**src/rtl/fetch_unit.sv**
```systemverilog
// fetch_unit: owns the fetch PC, buffers {pc, instr} pairs in a FIFO toward Decode,
// handles redirects with a one-cycle flush pulse and emits a delayed PC-history stream.
module fetch_unit #(
  parameter int ADDR_WIDTH = 32,
  parameter int INSTR_WIDTH = 32,
  parameter logic [ADDR_WIDTH-1:0] RESET_PC = '0,
  parameter int FIFO_DEPTH = 2,
  parameter int HIST_DEPTH = 4
) (
  input  logic                   i_clk,
  input  logic                   i_rst_n,
  output logic [ADDR_WIDTH-1:0]  o_imem_addr,
  input  logic [INSTR_WIDTH-1:0] i_imem_rdata,
  output logic                   o_dec_valid,
  input  logic                   i_dec_ready,
  output logic [ADDR_WIDTH-1:0]  o_dec_pc,
  output logic [INSTR_WIDTH-1:0] o_dec_instr,
  input  logic                   i_redirect_valid,
  input  logic [ADDR_WIDTH-1:0]  i_redirect_pc,
  output logic                   o_flush,
  output logic                   o_wb_pc_valid,
  output logic [ADDR_WIDTH-1:0]  o_wb_pc
);
  localparam int PW = $clog2(FIFO_DEPTH);
  localparam int CW = PW + 1;
  logic [ADDR_WIDTH-1:0]  r_pc;
  logic [ADDR_WIDTH-1:0]  r_fpc [FIFO_DEPTH];
  logic [INSTR_WIDTH-1:0] r_finstr [FIFO_DEPTH];
  logic [PW-1:0]          r_wptr;
  logic [PW-1:0]          r_rptr;
  logic [CW-1:0]          r_count;
  logic                   r_flush;
  logic                   r_hv [HIST_DEPTH];
  logic [ADDR_WIDTH-1:0]  r_hpc [HIST_DEPTH];
  logic                   w_fire;
  logic                   w_push;
  assign o_imem_addr   = r_pc;
  assign o_dec_valid   = (r_count != '0);
  assign o_dec_pc      = r_fpc[r_rptr];
  assign o_dec_instr   = r_finstr[r_rptr];
  assign o_flush       = r_flush;
  assign o_wb_pc_valid = r_hv[HIST_DEPTH-1];
  assign o_wb_pc       = r_hpc[HIST_DEPTH-1];
  assign w_fire = o_dec_valid & i_dec_ready & ~i_redirect_valid;
  // a full buffer may still accept a push when its head leaves in the same cycle
  assign w_push = ~i_redirect_valid & ((r_count < CW'(FIFO_DEPTH)) | w_fire);
  always_ff @(posedge i_clk or negedge i_rst_n) begin
    if (!i_rst_n) begin
      r_pc    <= RESET_PC;
      r_wptr  <= '0;
      r_rptr  <= '0;
      r_count <= '0;
      r_flush <= 1'b0;
    end else if (i_redirect_valid) begin
      r_pc    <= {i_redirect_pc[ADDR_WIDTH-1:2], 2'b00};
      r_wptr  <= '0;
      r_rptr  <= '0;
      r_count <= '0;
      r_flush <= 1'b1;
    end else begin
      r_flush <= 1'b0;
      r_pc    <= w_push ? r_pc + ADDR_WIDTH'(4) : r_pc;
      r_wptr  <= w_push ? r_wptr + PW'(1) : r_wptr;
      r_rptr  <= w_fire ? r_rptr + PW'(1) : r_rptr;
      r_count <= r_count + CW'(w_push) - CW'(w_fire);
    end
  end
  always_ff @(posedge i_clk) begin
    if (w_push) begin
      r_fpc[r_wptr]    <= r_pc;
      r_finstr[r_wptr] <= i_imem_rdata;
    end
  end
  always_ff @(posedge i_clk or negedge i_rst_n) begin
    if (!i_rst_n) begin
      for (int i = 0; i < HIST_DEPTH; i++) begin
        r_hv[i]  <= 1'b0;
        r_hpc[i] <= '0;
      end
    end else begin
      r_hv[0]  <= w_fire;
      r_hpc[0] <= o_dec_pc;
      for (int i = 1; i < HIST_DEPTH; i++) begin
        r_hv[i]  <= r_hv[i-1];
        r_hpc[i] <= r_hpc[i-1];
      end
    end
  end
endmodule

```
**config.mk**
```make
export PLATFORM = sky130hd
export DESIGN_NAME = fetch_unit
export DESIGN_NICKNAME = d
export VERILOG_FILES = /design/src/rtl/fetch_unit.sv
export SDC_FILE = /design/constraint.sdc
export NUM_CORES = 1
export LEC_CHECK = 0
export CORE_AREA = 2 2 163 165
export DETAILED_ROUTE_END_ITERATION = 16
export DIE_AREA = 0 0 165 167
export PLACE_DENSITY = 0.64
export SYNTH_ARGS = -nofsm -noshare
export SYNTH_HDL_FRONTEND = slang
export SYNTH_SLANG_ARGS = --single-unit
```
**constraint.sdc**
```tcl
create_clock -name i_clk -period 4.8 [get_ports i_clk]
set_input_delay 0.72 -clock i_clk [delete_from_list [all_inputs] [get_ports i_clk]]
set_output_delay 0.72 -clock i_clk [all_outputs]
set_load 0.1 [all_outputs]
```
Word-level counts from Yosys, hierarchy flattened
Memories as Yosys holds them, arrays and structs flattened.
Index checks and enable logic that the tools add are counted.
Widths: inputs -> output; s select.
{"block": "totals", "out_inout_bits": 131, "mem_bits_rw": 128, "rom_bits": 0, "latch_bits": 0, "word_cells": 39, "reg_bits": 169, "memories": 2}
{"memory": "r_finstr", "depth": 2, "word_bits": 32, "rd": 1, "rd_clocked_by_memory_dff": 0, "wr": 1, "line": "28", "source": "logic [INSTR_WIDTH-1:0] r_finstr [FIFO_DEPTH];"}
{"memory": "r_fpc", "depth": 2, "word_bits": 32, "rd": 1, "rd_clocked_by_memory_dff": 0, "wr": 1, "line": "27", "source": "logic [ADDR_WIDTH-1:0] r_fpc [FIFO_DEPTH];"}
{"block": "classes", "reduce_logical": 3, "add_sub_neg": 5, "mul": 0, "order_cmp": 1, "n_mux": 10, "n_eq_ne": 0, "bitwise": 5, "div": 0, "n_shift": 0}
{"operator": "$mux 32", "count": 2}
{"operator": "$add 32x3->32 const B", "count": 1}
{"operator": "$mux 1", "count": 7}
{"operator": "$reduce_bool 2->1", "count": 3}
{"operator": "$and 1x1->1", "count": 3}
{"operator": "$add 1x1->1 const B", "count": 2}
{"operator": "$add 2x1->2", "count": 1}
{"operator": "$lt 2x2->1 const B", "count": 1}
{"operator": "$mux 2", "count": 1}
{"operator": "$sub 2x1->2", "count": 1}
{"operator": "$not 1->1", "count": 1}
{"operator": "$or 1x1->1", "count": 1}

Depth between registers and ports, before layout
{"block": "depth", "ltp_word": 8, "ltp_mapped": 10, "ltp_nobuf": 9}

Worst setup path after synthesis
No wires, ideal clock.
{"block": "synth_timing", "path_kind": "input-to-reg", "from": "input port i_redirect_valid", "to": "memory r_finstr[0][0] (enable)", "path_buffers": 2, "required_ns": 4.318, "t_arrival_ns": 3.895, "slack_ns": 0.423, "cell_stages": 5, "cell_sequence": "clkbuf_1 -> clkinv_1 -> buf_2 -> nand2_1 -> nor2_1"}
{"block": "synth_via", "elab_chain_cells": 6}
{"element": "start: declaration", "line": "18", "source": "input logic i_redirect_valid,"}
{"element": "$not 1->1 (*)", "line": "44, 46"}
{"element": "$and 1x1->1", "line": "44", "source": "assign w_fire = o_dec_valid & i_dec_ready & ~i_redirect_valid;"}
{"element": "$or 1x1->1", "line": "46", "source": "assign w_push = ~i_redirect_valid & ((r_count < CW'(FIFO_DEPTH)) | w_fire);"}
{"element": "$and 1x1->1 (*)", "line": "46"}
{"element": "$mux 1 (*)", "line": "69", "source": "if (w_push) begin"}
{"element": "$mux 1 (not written as such) (*)", "line": "71", "source": "r_finstr[r_wptr] <= i_imem_rdata;"}
{"element": "end: declaration", "line": "28"}
Mark *: on every way between the ends. The rest lies on a longest branch, timed or not.

Worst setup path in the final report
{"block": "layout_timing", "from": "register r_rptr", "to": "output port o_dec_pc[21]"}
{"block": "layout_via", "elab_chain_cells": 1}
{"element": "start: declaration", "line": "30", "source": "logic [PW-1:0] r_rptr;"}
{"element": "start signal: assignment", "line": "64", "source": "r_rptr <= w_fire ? r_rptr + PW'(1) : r_rptr;"}
{"element": "$mem_v2 2x32"}
{"element": "end: declaration", "line": "16", "source": "output logic [ADDR_WIDTH-1:0] o_dec_pc,"}
No other way between the ends.

==> results_dict.tcl <==
set metrics [dict create \
    die_area_mm2 0.0276 \
    maxSlewHeadroom_pct 29.3 \
    syn_avg_cell_area_um2 16.0 \
    crit_path_start "r_rptr" \
    cp_max_fo 43 \
    areaGrowthSynthToFinish_pct 30.3 \
    cts_resized 0 \
    swShare_pct 40.0 \
    p_int_mw 5.10 \
    grt_usage_pct 15.4 \
    wl_per_cell_um 17.9 \
    core_mm2 0.0258 \
    synth_cells 631 \
    rsz0062_at_grt "no" \
    h-tree-depth 1 \
    worstSetupPathType "flop to output pin" \
    drtPass1Iterations 4 \
    dieHeight_um 167 \
    grt_max_degree 82 \
    ir_worst_vdd_v 0.000365 \
    synth-seq-area-share_pct 76.1 \
    combPwrFrac_pct 35.6 \
    worstSkewPairLatency_ps 530 \
    finalHoldViolations 0 \
    tns_ps 0 \
    gp_congestion 0.775 \
    arrival_ps 3030 \
    yosys.area.top_type "dfrtp_1" \
    drt-initial-drc-count 387 \
    ys_ff_latch 283 \
    seq_power_share_pct 38.0 \
    ff2ff_setup_slack_ps 2440 \
    crit_chain "buf_12 -> mux2_2 -> clkdlybuf4s50_1" \
    drc_errors 0 \
    p_leak_nw 5.01 \
    synth_edf_count 124 \
    yosys-top-cells-area "dfrtp_1, edfxtp_1, mux2_2" \
    r2r_end "r_finstr[1][6]" \
    syn-cell-area_mm2 0.0101 \
    root_buffer "clkbuf_16" \
    clk_pin_slew_ps 60 \
    layout_min_cycle_time_ps 3750 \
    viasPerCell 4.79 \
    cts_max_path_buffers 3 \
    layout_commonest_cell "clkdlybuf4s50_1" \
    fin_ws_ps 1050 \
    clock_power_share_pct 26.4 \
    cts_made_buffers 29 \
    worstMarginPinSlew_ps 1060 \
    synth_cell_types 54 \
    die_x_um 165 \
    min_path_type "input pin to asynchronous set/reset pin" \
    cts_tree "done" \
    post-cts-setup-buffers 0 \
    reg2reg_from "r_count[1]" \
    std_cell_rows 59 \
    drtAntennaViolNets 0 \
    drt-total-wl_mm 20.8 \
    slowest_stage "clkdlybuf4s50_1" \
    fin_hold_ws_ps 245 \
    crit_family "buffers and inverters" \
    synth.top_cell.area_share_pct 39.3 \
    nFillCells 2118 \
    pre_cts_ws_ps 1550 \
    grt_pass1_vias 5680 \
    switchingPower_mw 3.39 \
    period_share_pct 78.2 \
    yosys_warnings 0 \
    cp_slowest_stage_delay_ps 1170 \
    layout-drive-gt1-share_pct 15.6 \
    critPathRequiredTime_ps 4080 \
    crit_buf_inv 2 \
    mostFrequentLayoutCells "clkdlybuf4s50_1, dfrtp_1, edfxtp_1" \
    finalClockSkew_ps 16.5 \
    cts_sinks 283 \
    start_util_pct 39.3 \
    status "completed" \
    crit_cells 3 \
    drv_slew 0 \
    max_freq_ghz 0.266 \
    crit_path_end "o_dec_pc[21]" \
    drv_cap 0 \
    design.portCount 199 \
    dpl.hpwl_mm 13.9 \
    worstSetupEndpointType "output pin" \
    gr-total-overflow 0 \
    place.port_buffers 190 \
    num_vias 5578 \
    reg2regPathDepth 3 \
    hold_buffers 0 \
    setup_viol 0 \
    synth_flop_cell "dfrtp_1" \
    nets 877 \
    antenna_found_initial 1 \
    cellPowerDensity_mw_per_mm2 644 \
    ys_async_sr_fraction_pct 56.2 \
    grt_pass1_wl_mm 32.6 \
    critPathLaunchType "flop" \
]
flip-flops by register name, indices dropped and copies added, names as in the netlist:
register	count
o_wb_pc_valid	1
r_rptr	1
r_fpc	60
o_flush	1
r_hv	3
o_wb_pc	30
r_wptr	1
o_imem_addr	30
r_count	2
r_hpc	90
r_finstr	64
worst min path at each step:
stage          startpoint          end  slack, ps  cells past startpoint
6_report          i_rst_n   r_hpc[104]        250                      1
4_1_cts           i_rst_n   r_hpc[104]        260                      1
3_5_place_dp    r_hpc[55]  o_wb_pc[23]        330                      0
5_1_grt           i_rst_n   r_hpc[104]        300                      1
2_1_floorplan   r_hpc[42]  o_wb_pc[10]        330                      0
3_3_place_gp   r_hpc[123]    r_hpc[91]        330                      0
power groups by stage:
stage / Combinational [mW] / Clock (mW) / Sequential, mW
2_1_floorplan: 2.25 / 0 / 3.41
3_3_place_gp: 3.04 / 0 / 3.25
3_5_place_dp: 3.04 / 0 / 3.28
4_1_cts: 3.05 / 2.31 / 3.23
5_1_grt: 3.12 / 2.42 / 3.28
6_report: 3.02 / 2.24 / 3.22
cell usage after synthesis, types with 4 or more instances:
master	n
o31ai_1	8
o21ai_0	9
and3_1	5
mux2_2	62
buf_1	4
xnor2_1	9
a31oi_1	7
nor2_1	28
or4_1	6
dfrtp_1	159
nand4_1	15
nor4_1	8
clkbuf_1	17
nor3_1	4
inv_1	13
buf_4	36
nor2b_1	4
nand3_1	23
nand2_1	31
a311o_1	7
edfxtp_1	124
worst reg2reg max path, stage by stage, from the launching register on:
cell      delay [ps]
dfrtp_1          490
nand2b_1         450
and3_2           730
buf_12           310
final cells by class:
type	instances	area, µm²	area share (%)
antenna	1	2.50	0.0190
clock buffer	46	933	7.08
clock inverter	7	60.1	0.456
inverter	14	52.6	0.399
multi-input combinational	281	2040	15.4
sequential	283	7700	58.4
tap	335	419	3.18
timing repair buffer	197	1980	15.0
layer usage:
metal,track usage [%],routed length (µm),vias up
met5,0,0,-
met4,4.39,474,0
met3,2.64,991,35
met2,25.5,10500,138
met1,20.8,8820,2775
li1,-,-,2630
stage by stage:
step / std cells / power (mW) / utilization (%) / cell area, µm²
finish: 1164 / 8.49 / 51.2 / 13200
detailed placement: 1110 / 6.32 / 47.3 / 12200
CTS: 1163 / 8.60 / 51.2 / 13200
global placement: 1110 / 6.29 / 47.3 / 12200
global route: 1164 / 8.82 / 51.2 / 13200
floorplan: 636 / 5.66 / - / 10100
logic make-up (layout without fill, tap and decap cells):
| kind of cell | after synthesis | count (layout) | synth area share, % |
|---|---|---|---|
| simple gates | 145 | 145 | 7.61 |
| fa+ha+maj | 3 | 3 | 0.371 |
| other cells | 1 | 7 | 0.0371 |
| compound gates | 53 | 53 | 3.88 |
| mux | 63 | 63 | 7.00 |
| xor+xnor | 11 | 11 | 0.952 |
| buf+inv | 72 | 264 | 4.02 |
| flops | 283 | 283 | 76.1 |
No activity file was read; power rests on OpenSTA's default activity.
